[src/rtl/clock_mode_ctrl.sv]
`default_nettype none
// ============================================================================
//  Module   : clock_mode_ctrl
//  Purpose  : Mode / sequencing controller for a digital alarm clock. Drives
//             the counter-bank enables, handles run / time-set / alarm-set
//             modes, detects the alarm match and times the ringing output.
//  Revision : 1.0  initial release
// ============================================================================
module clock_mode_ctrl #(
    parameter int RING_SECS = 60,
    parameter int HR_W      = 5,
    parameter int MIN_W     = 6
) (
    input  logic             clk,
    input  logic             rst,        // asynchronous, active-low
    input  logic             tick,
    input  logic             btn_mode,
    input  logic             btn_up,
    input  logic             btn_stop,
    input  logic             alarm_on,
    input  logic [MIN_W-1:0] sec,
    input  logic [MIN_W-1:0] min,
    input  logic [HR_W-1:0]  hr,
    input  logic [MIN_W-1:0] al_min,
    input  logic [HR_W-1:0]  al_hr,
    output logic             sec_en,
    output logic             min_en,
    output logic             hr_en,
    output logic             al_min_en,
    output logic             al_hr_en,
    output logic             sec_clr,
    output logic [2:0]       mode,
    output logic             ringing
);

    localparam int               RC_W         = $clog2(RING_SECS + 1);
    localparam logic [RC_W-1:0]  c_ring_load  = RC_W'(RING_SECS);
    localparam logic [RC_W-1:0]  c_ring_last  = RC_W'(1);
    localparam logic [MIN_W-1:0] c_max_59     = MIN_W'(59);

    typedef enum logic [2:0] {
        ST_RUN        = 3'd0,
        ST_SET_HR     = 3'd1,
        ST_SET_MIN    = 3'd2,
        ST_SET_AL_HR  = 3'd3,
        ST_SET_AL_MIN = 3'd4
    } state_t;

    state_t          r_state;
    logic            r_ringing;
    logic            r_sec_clr;
    logic [RC_W-1:0] r_ring_cnt;
    logic            r_btn_mode_q;
    logic            r_btn_up_q;
    logic            r_btn_stop_q;

    logic w_mode_edge;
    logic w_up_edge;
    logic w_stop_edge;
    logic w_up_press;
    logic w_stop;
    logic w_match;
    logic w_sec59;
    logic w_min59;

    // History registers reset high, so a button held through reset is not an edge
    assign w_mode_edge = btn_mode & ~r_btn_mode_q;
    assign w_up_edge   = btn_up   & ~r_btn_up_q;
    assign w_stop_edge = btn_stop & ~r_btn_stop_q;

    // A mode press in the same cycle swallows the up press
    assign w_up_press  = w_up_edge & ~w_mode_edge;

    assign w_sec59 = (sec == c_max_59);
    assign w_min59 = (min == c_max_59);

    // Any of these ends an active ring; the tick term is the countdown expiring
    assign w_stop = w_stop_edge | w_mode_edge | ~alarm_on
                  | (tick & (r_ring_cnt == c_ring_last));

    // New match is suppressed whenever a stop condition is present
    assign w_match = (r_state == ST_RUN) & alarm_on & tick
                   & (hr == al_hr) & (min == al_min) & (sec == '0)
                   & ~w_stop_edge & ~w_mode_edge;

    assign mode    = r_state;
    assign ringing = r_ringing;
    assign sec_clr = r_sec_clr;

    // Counter enables: carry cascade in RUN, single-shot field increments in SET modes
    always_comb begin
        sec_en    = 1'b0;
        min_en    = 1'b0;
        hr_en     = 1'b0;
        al_min_en = 1'b0;
        al_hr_en  = 1'b0;
        if (rst) begin
            case (r_state)
                ST_RUN: begin
                    sec_en = tick;
                    min_en = tick & w_sec59;
                    hr_en  = tick & w_sec59 & w_min59;
                end
                ST_SET_HR:     hr_en     = w_up_press;
                ST_SET_MIN:    min_en    = w_up_press;
                ST_SET_AL_HR:  al_hr_en  = w_up_press;
                ST_SET_AL_MIN: al_min_en = w_up_press;
                default: ;
            endcase
        end
    end

    // Mode FSM, alarm ring timer, seconds-clear pulse and button history
    always_ff @(posedge clk or negedge rst) begin
        if (!rst) begin
            r_state      <= ST_RUN;
            r_ringing    <= 1'b0;
            r_ring_cnt   <= '0;
            r_sec_clr    <= 1'b0;
            r_btn_mode_q <= 1'b1;
            r_btn_up_q   <= 1'b1;
            r_btn_stop_q <= 1'b1;
        end else begin
            r_btn_mode_q <= btn_mode;
            r_btn_up_q   <= btn_up;
            r_btn_stop_q <= btn_stop;
            r_sec_clr    <= 1'b0;

            if (r_ringing) begin
                if (w_stop) begin
                    r_ringing  <= 1'b0;
                    r_ring_cnt <= '0;
                end else if (tick) begin
                    r_ring_cnt <= r_ring_cnt - 1'b1;
                end
            end else if (w_match) begin
                r_ringing  <= 1'b1;
                r_ring_cnt <= c_ring_load;
            end

            // While ringing a mode press only silences the alarm
            case (r_state)
                ST_RUN:
                    if (w_mode_edge && !r_ringing) r_state <= ST_SET_HR;
                ST_SET_HR:
                    if (w_mode_edge && !r_ringing) r_state <= ST_SET_MIN;
                ST_SET_MIN:
                    if (w_mode_edge && !r_ringing) begin
                        r_state   <= ST_SET_AL_HR;
                        r_sec_clr <= 1'b1;
                    end
                ST_SET_AL_HR:
                    if (w_mode_edge && !r_ringing) r_state <= ST_SET_AL_MIN;
                ST_SET_AL_MIN:
                    if (w_mode_edge && !r_ringing) r_state <= ST_RUN;
                default:
                    r_state <= ST_RUN;
            endcase
        end
    end

endmodule
`default_nettype wire
[config.mk]
export PLATFORM = sky130hd
export DESIGN_NAME = clock_mode_ctrl
export DESIGN_NICKNAME = d
export VERILOG_FILES = /design/src/rtl/clock_mode_ctrl.sv
export SDC_FILE = /design/constraint.sdc
export NUM_CORES = 1
export LEC_CHECK = 0
export BUFFER_PORTS_ARGS = -buffer_cell sky130_fd_sc_hd__buf_2
export CORE_ASPECT_RATIO = 1.2
export CORE_MARGIN = 1
export CORE_UTILIZATION = 41
export DETAILED_ROUTE_END_ITERATION = 12
export HOLD_SLACK_MARGIN = 0.15
export PLACE_DENSITY = 0.83
export RECOVER_POWER = 100
export SLEW_MARGIN = 20
export SYNTH_ARGS = -nofsm -noshare
export SYNTH_HDL_FRONTEND = slang
export SYNTH_SLANG_ARGS = --single-unit
export TNS_END_PERCENT = 10
[constraint.sdc]
create_clock -name clk -period 2.1 [get_ports clk]
set_input_delay 0.315 -clock clk [delete_from_list [all_inputs] [get_ports clk]]
set_output_delay 0.315 -clock clk [all_outputs]
set_load 0.05 [all_outputs]
==> metrics.txt, run 1 <==
CP max stage cell=or3b_4; most common cell after layout, fill and taps aside=buf_2; Setup Skew=0.005752 ns; Power per Cell Area=670.9 nW/um^2; GRT Util Overall=20.70%; WL/cell=12.82 um; Lkg Pwr=0.6447 nW; Syn Nets=143; FF-to-FF Start=r_ring_cnt[2]; top cells by area, synth=dfrtp_1 29%, xor2_1 10%, dfstp_2 8.3%; first-pass GRT wire length=3746 um; final wirelength=2513 um; vias in the first global route=939; WHS=0.4095 ns; placed wire-length estimate=1965 um; average size of a mapped cell=8.912 um^2; die area=2501 um^2; area leader, netlist=dfrtp_1; H-tree Lvls=1; Worst-Margin Slew=0.7755 ns; Slew HR=48.30%; clk slew on worst S/H paths=0.09 ns; Yosys top cell area share=29.14%; reg2reg end=r_ring_cnt[5]; Initial DRC Count=28; Worst path max stage delay=0.42 ns; Worst VDD drop=0.4217 mV; CP cell instances=or3b_4 -> nor3_4 -> nand4_1 -> or3_4 -> a211oi_4 -> buf_6; post-route ant nets=0; Hold EP=r_ring_cnt[2]; I/O pin cnt=45; latest clock arrival within the worst-skew pair=0.28 ns; final setup fails=3; WHS Path Cells=5; final worst-path cycle share=120.8%; cts bufs inserted=3; share of cells above drive strength 1=35.54%; critical path data arrival time=2.22 ns; drt drc=0; vias per inst=5.403; Min-Delay Path Class=in -> reg; total number of vias=1059; Crit Path Max Fanout=2; Unique masters post-synth=37; FMAX=394.3 MHz; total power=0.0009058 W; Ant. Diodes=0; violated checks=setup timing; core area=2117 um^2; Final Hold Fails=0; ys async rst share=100.0%; clock root cell=clkbuf_4; utilization after layout=63.77%; Fillers=196; CP required=1.78 ns; min-delay src=alarm_on; PortBufs=44; grt ovf=0; Post-Syn Instances=106; Largest delay share family, worst path=simple AND/OR/NAND/NOR gates; largest net degree at the start of global routing=16; Area Growth Syn to Fin=42.91%; routability-driven placement congestion ratio=0.7684; count of pins over their slew limit=0; Rows=18; crit path time final=2.536 ns; R2R setup slack=0.11 ns; die width=45.82 um; most frequent cells in the layout=34 x buf_2, 13 x nand2_1, 11 x xor2_1; capturing element type of the critical path=primary output; status=finished with violations; Post-synth EDFFs=0; synthesized cell area=944.7 um^2; ys flop type=dfrtp_1; Synth Register Bits=14; Ys Warns=0; CTS max path bufs=2; Setup TNS=-1.077 ns; startpoint types=register; sequential share of the synthesized area=37.48%; Setup CP Type=reg -> out; clock sinks=14; Die H=54.58 um; drt pass-1 iters=4; CP bufs+invs=1; worst setup path startpoint=mode[0]; worst r2r path cells=5; initial core utilization=44.62%; initial antenna violation count=0; Layout Nets=204; CTS tree=yes; Max-Cap Viols=0; setup ws final=-0.4361 ns; RSZ-0062 raised after global routing=yes
==> power by group <==
part / switching (W) / internal, W
Sequential: 0.0000161 / 0.000304
Combinational: 0.000282 / 0.000145
Clock: 0.0000851 / 0.0000736
==> repair_timing <==
action / in CTS / in global routing
endpoints found under the setup margin: 2 / 4
setup buffers: 0 / 3
pin swaps: 1 / 2
resized for setup: 4 / 1
endpoints found under the hold margin: 14 / 0
hold buffers: 4 / 0
==> registers in the layout (all words and copies together), names as in the netlist <==
name          flops
r_btn_mode_q      1
mode              3
r_btn_up_q        1
r_ring_cnt        6
r_btn_stop_q      1
sec_clr           1
ringing           1
==> Yosys cell counts (all sizes together) (2+ instances only) <==
master and n:
nor3 5, a21boi 2, and3 3, nand2b 2, dfstp 3, nand2 13
nor4 3, a211oi 2, dfrtp 11, ha 2, o21ai 5, or3 2
nor2 10, xor2 11, xnor2 2, nand3 3, nand4 3, o32ai 2
inv 4, a31oi 2
==> final cells by class <==
type                       count  area [um^2]  share of cell area (%)
multi-input combinational     86        583.1                   43.19
tap                           30        37.54                   2.780
timing repair buffer          58        331.6                   24.56
clock buffer                   4        26.28                   1.946
sequential                    14        356.6                   26.41
inverter                       4        15.01                   1.112
==> stage by stage <==
stage / setup WS (ns) / cell area [um^2] / instances
6_report: -0.4361 / 1350 / 196
5_1_grt: -0.5189 / 1350 / 196
4_1_cts: -0.4188 / 1344 / 193
3_5_place_dp: -0.1877 / 1265 / 185
3_3_place_gp: -0.1457 / 1265 / 185
2_1_floorplan: -0.4850 / 969.7 / 106
==> worst max path at each step <==
stage                 end  slack, ns  depth (start not counted)
floorplan           hr_en      -0.49                          6
global placement    hr_en      -0.15                          7
detailed placement  hr_en      -0.19                          6
CTS                 hr_en      -0.42                          6
global route        hr_en      -0.52                          6
finish              hr_en      -0.44                          6
==> kinds of logic (layout without fill, tap and decap cells) <==
| group | Yosys count | count (layout) | synth area share [%] |
|---|---|---|---|
| xor+xnor | 13 | 13 | 12.05 |
| simple gates | 53 | 53 | 31.53 |
| compound gates | 18 | 18 | 13.11 |
| flops | 14 | 14 | 37.48 |
| buf+inv | 6 | 66 | 3.178 |
| fa+ha+maj | 2 | 2 | 2.649 |
==> metal layers <==
layer | vias to the layer above | GRT usage, % | routed length, um
met5 | - | 0 | 0
met4 | 0 | 6.863 | 26
met3 | 4 | 2.970 | 116
met2 | 48 | 39.05 | 1328
met1 | 504 | 23.37 | 1042
li1 | 503 | - | -
==> worst min-delay path, stage by stage <==
cell and delay, ns:
buf_2 0.10, nand4_1 0.07, nand2_1 0.07, a32oi_1 0.05, nand2_1 0.06
No activity file was read; power rests on OpenSTA's default activity.
==> run 2, diff against run 1 <==
--- a/config.mk
+++ b/config.mk
@@ -12,7 +12,7 @@
 export DETAILED_ROUTE_END_ITERATION = 12
 export HOLD_SLACK_MARGIN = 0.15
 export PLACE_DENSITY = 0.83
-export RECOVER_POWER = 100
+export RECOVER_POWER = 50
 export SLEW_MARGIN = 20
 export SYNTH_ARGS = -nofsm -noshare
 export SYNTH_HDL_FRONTEND = slang
==> run 2 against run 1 <==
The flow still finishes with violations (setup timing); register-to-register slack gained 0.07 ns; power grew 0.64%; global-route usage is the same; clock-buffer cell count is the same; clock skew grew 0.0020 ns; hold slack lost 0.0040 ns; critical path type unchanged; critical endpoint unchanged.
==> metrics.txt, run 2 (synthesis gave the netlist of run 1 again) <==
Initial DRC Count=21; final setup fails=3; latest clock arrival within the worst-skew pair=0.28 ns; clock sinks=14; Fillers=189; PortBufs=44; violated checks=setup timing; initial antenna violation count=0; cts bufs inserted=3; Final Hold Fails=0; Crit Path Max Fanout=2; Die H=54.58 um; die area=2501 um^2; fin area=1364 um^2; clk slew on worst S/H paths=0.09 ns; count of pins over their slew limit=0; Largest Register=r_ring_cnt; WL/cell=12.76 um; most frequent cells in the layout=39 x buf_2, 13 x nand2_1, 11 x xor2_1; post-route ant nets=0; Area Growth Syn to Fin=44.37%; final worst-path cycle share=120.4%; Max-Cap Viols=0; Layout Nets=204; first-pass GRT wire length=3746 um; CTS max path bufs=2; FMAX=395.5 MHz; Slew HR=47.73%; critical path data arrival time=2.21 ns; I/O pin cnt=45; Setup CP Type=reg -> out; Worst VDD drop=0.4247 mV; utilization after layout=64.42%; CP required=1.78 ns; Lkg Pwr=0.6658 nW; FF+latch area=356.6 um^2; vias per inst=5.342; share of cells above drive strength 1=39.16%; Ant. Diodes=0; total number of vias=1047; placed wire-length estimate=1965 um; Rows=18; routability-driven placement congestion ratio=0.7684; Worst-Margin Slew=0.7840 ns; crit path time final=2.528 ns; grt ovf=0; capturing element type of the critical path=primary output; Power per Cell Area=668.4 nW/um^2; H-tree Lvls=1; Setup Skew=0.007733 ns; drt pass-1 iters=6; largest net degree at the start of global routing=16; CTS tree=yes; setup ws final=-0.4281 ns; startpoint types=register; most common cell after layout, fill and taps aside=buf_2; Area after DPL=1265 um^2; core area=2117 um^2; Largest register FFs=6; final wirelength=2501 um; die width=45.82 um; multi-input logic area=588.1 um^2; drt drc=0; initial core utilization=44.62%; clock root cell=clkbuf_4; vias in the first global route=939; Min-Delay Path Class=in -> reg; status=finished with violations; RSZ-0062 raised after global routing=yes; GRT Util Overall=20.70%
run 2: path summary, 6_finish.rpt:
check	endpoint	from	slack [ns]	cells past startpoint
worst max-delay path	hr_en	mode[0]	-0.43	6
worst min-delay path	r_ring_cnt[2]	alarm_on	0.41	5
worst max register to register	r_ring_cnt[5]	mode[0]	0.18	7
worst min register to register	r_ring_cnt[4]	r_ring_cnt[4]	0.58	2
max in group asynchronous	mode[1]	rst	0.81	3
min in group asynchronous	ringing	rst	0.74	3
run 2: critical path, cell delays in order (launching register included):
cell and delay (ns):
dfrtp_2 0.41, or3b_4 0.42, nor3_4 0.19, nand4_1 0.13, or3_4 0.40, a211oi_4 0.21, buf_6 0.18
run 2: metal layers:
metal / share of wire (%) / global-route usage [%] / vias up
met3: 4.8 / 2.970 / 2
met5: 0 / 0 / -
met2: 52 / 39.05 / 52
met1: 42 / 23.37 / 488
li1: - / - / 505
met4: 0.44 / 6.863 / 0
run 2: metrics by stage:
step	setup slack, ns	power (W)	TNS [ns]	instances	hold WS [ns]
finish	-0.4281	0.0009116	-1.071	196	0.4055
detailed placement	-0.1877	0.0007372	-0.1877	185	0.2943
global route	-0.5189	0.0009631	-1.414	196	0.4263
floorplan	-0.4850	0.0006072	-1.187	106	0.01941
CTS	-0.4188	0.0009054	-0.5810	193	0.4045
global placement	-0.1457	0.0007191	-0.1457	185	0.2925
run 2: final cells by class:
| type | count | share of cell area (%) |
|---|---|---|
| Multi-Input combinational cell | 86 | 43.12 |
| Sequential cell | 14 | 26.15 |
| Timing Repair Buffer | 58 | 24.95 |
| Tap cell | 30 | 2.752 |
| Clock buffer | 4 | 1.927 |
| Inverter | 4 | 1.101 |
run 2: power by group:
group | internal [W] | total, W | switching (W)
Combinational | 0.000153 | 0.000433 | 0.000280
Clock | 0.0000736 | 0.000159 | 0.0000856
Sequential | 0.000304 | 0.000320 | 0.0000159
run 2: repair_timing:
item,CTS,global route
hold buffers,4,0
gates cloned,0,0
resized for setup,4,1
hold endpoints to repair,14,0
pin swaps,1,2
buffers inserted,0,3
endpoints found under the setup margin,2,4
==> run 3, diff against run 2 <==
--- a/config.mk
+++ b/config.mk
@@ -13,6 +13,8 @@
 export HOLD_SLACK_MARGIN = 0.15
 export PLACE_DENSITY = 0.83
 export RECOVER_POWER = 50
+export REMOVE_ABC_BUFFERS = 1
+export SETUP_SLACK_MARGIN = 0.3
 export SLEW_MARGIN = 20
 export SYNTH_ARGS = -nofsm -noshare
 export SYNTH_HDL_FRONTEND = slang
==> run 3 against run 2 <==
The run still ends with setup timing left; sequential power is 1% lower; global-route usage is 3.2 points higher; clock power hardly changed; hold slack worse by 0.24 ns; sequential share of layout area is 0.63 points lower; first-iteration DRC count is 24% lower; die area stayed put; via count is 0.86% lower; clock skew is 0.0014 ns lower; critical path depth stayed put; non-clock buffer count is 3 lower; critical endpoint unchanged; highest routed layer unchanged.
==> metrics.txt, run 3 (synthesis gave the netlist of run 1 again) <==
WHS=0.1701 ns; GRT Util Overall=23.92%; drt drc=0; startpoint types=register; Setup Buffers After CTS=0; FMAX=406.4 MHz; post-route ant nets=0; clock sinks=14; CTS max path bufs=2; count of pins over their slew limit=0; Setup CP Type=reg -> out; crit path time final=2.461 ns; FF+latch area=354.1 um^2; Largest Register=r_ring_cnt; largest net degree at the start of global routing=12; R2R setup slack=0.34 ns; Power per Cell Area=657.1 nW/um^2; share of cells above drive strength 1=41.10%; Fillers=191; Hold EP=r_btn_mode_q; WHS Path Cells=1; H-tree Lvls=1; Setup Skew=0.006337 ns; most frequent cells in the layout=36 x buf_2, 12 x nand2_1, 11 x xor2_1, 11 x dfrtp_1, 9 x nor2_1; Worst-Margin Slew=0.5324 ns; final worst-path cycle share=117.2%; Max-Cap Viols=0; core area=2117 um^2; clk slew on worst S/H paths=0.08 ns; Lkg Pwr=0.6682 nW; vias in the first global route=1064; Final Hold Fails=0; most common cell after layout, fill and taps aside=buf_2; Die H=54.58 um; first-pass GRT wire length=4174 um; multi-input logic area=618.1 um^2; initial antenna violation count=0; Slew HR=64.39%; Layout Nets=201; vias per inst=5.378; clock root cell=clkbuf_4; initial core utilization=44.62%; Worst VDD drop=0.5227 mV; die area=2501 um^2; total power=0.0009118 W; Area Growth Syn to Fin=46.89%; worst r2r path cells=5; placed wire-length estimate=2052 um; setup ws final=-0.3607 ns; Initial DRC Count=16; final wirelength=2701 um; cts bufs inserted=3; critical path data arrival time=2.15 ns; Crit Path Max Fanout=2; final setup fails=2; Rows=18; WL/cell=13.99 um; violated checks=setup timing; capturing element type of the critical path=primary output; status=finished with violations; min-delay src=btn_mode; Ant. Diodes=0; routability-driven placement congestion ratio=0.8826; latest clock arrival within the worst-skew pair=0.28 ns; grt ovf=0; reg2reg end=r_ring_cnt[5]; CTS tree=yes; drt pass-1 iters=4; RSZ-0062 raised after global routing=yes; die width=45.82 um; Largest register FFs=6; CP required=1.78 ns; Min-Delay Path Class=in -> reg; FF-to-FF Start=r_ring_cnt[3]; Post-Place Setup Slack=-0.1979 ns; total number of vias=1038; I/O pin cnt=45; PortBufs=44
-- run 3: worst max path at each step --
| stage | to | depth (start not counted) | startpoint | slack [ns] |
|---|---|---|---|---|
| 2_1_floorplan | hr_en | 5 | mode[0] | -1.17 |
| 3_3_place_gp | hr_en | 7 | tick | -0.18 |
| 3_5_place_dp | hr_en | 7 | tick | -0.20 |
| 4_1_cts | hr_en | 6 | mode[0] | -0.34 |
| 5_1_grt | hr_en | 6 | mode[1] | -0.46 |
| 6_report | hr_en | 6 | mode[0] | -0.36 |
-- run 3: worst max-delay path: stages (launching register included) --
cell and delay [ns]:
dfrtp_1 0.39, or3b_4 0.42, nor3_4 0.13, nand4_1 0.13
or3_1 0.38, a211oi_2 0.23, buf_6 0.20
-- run 3: cell type report --
type                       count  share of cell area, %
sequential                    14                  25.52
clock buffer                   4                  1.894
timing repair buffer          55                  24.26
inverter                       4                  1.082
multi-input combinational     86                  44.54
tap                           30                  2.705
-- run 3: what timing repair did --
| action | CTS | global route |
|---|---|---|
| pin swaps | 8 | 13 |
| resized for setup | 17 | 13 |
| endpoints found under the hold margin | 13 | 0 |
| setup endpoints to repair | 12 | 10 |
| hold buffers | 4 | 0 |
-- run 3: per-stage QoR --
stage	instances	TNS, ns	utilization [%]	instance area, um^2
after CTS	193	-0.5590	64.60	1368
final	193	-0.5008	65.54	1388
after global routing	193	-0.6746	65.54	1388
after detailed placement	185	-0.1979	58.57	1240
after global placement	185	-0.1786	58.57	1240
after floorplan	104	-2.329	-	929.6
-- run 3: routing by layer --
metal | global-route usage [%] | vias up | part of all wire [%]
met5 | 0 | - | 0
met4 | 12.75 | 0 | 1.3
met3 | 3.300 | 6 | 6.9
met2 | 44.05 | 55 | 53
met1 | 26.02 | 480 | 38
li1 | - | 497 | -
-- run 3: power breakdown --
| part | total (W) | switching (W) | internal, W | leakage [nW] |
|---|---|---|---|---|
| Sequential | 0.000316 | 0.0000157 | 0.000300 | 0.171 |
| Combinational | 0.000435 | 0.000278 | 0.000157 | 0.483 |
| Clock | 0.000161 | 0.0000871 | 0.0000736 | 0.0150 |
| Total | 0.000912 | 0.000381 | 0.000531 | 0.668 |
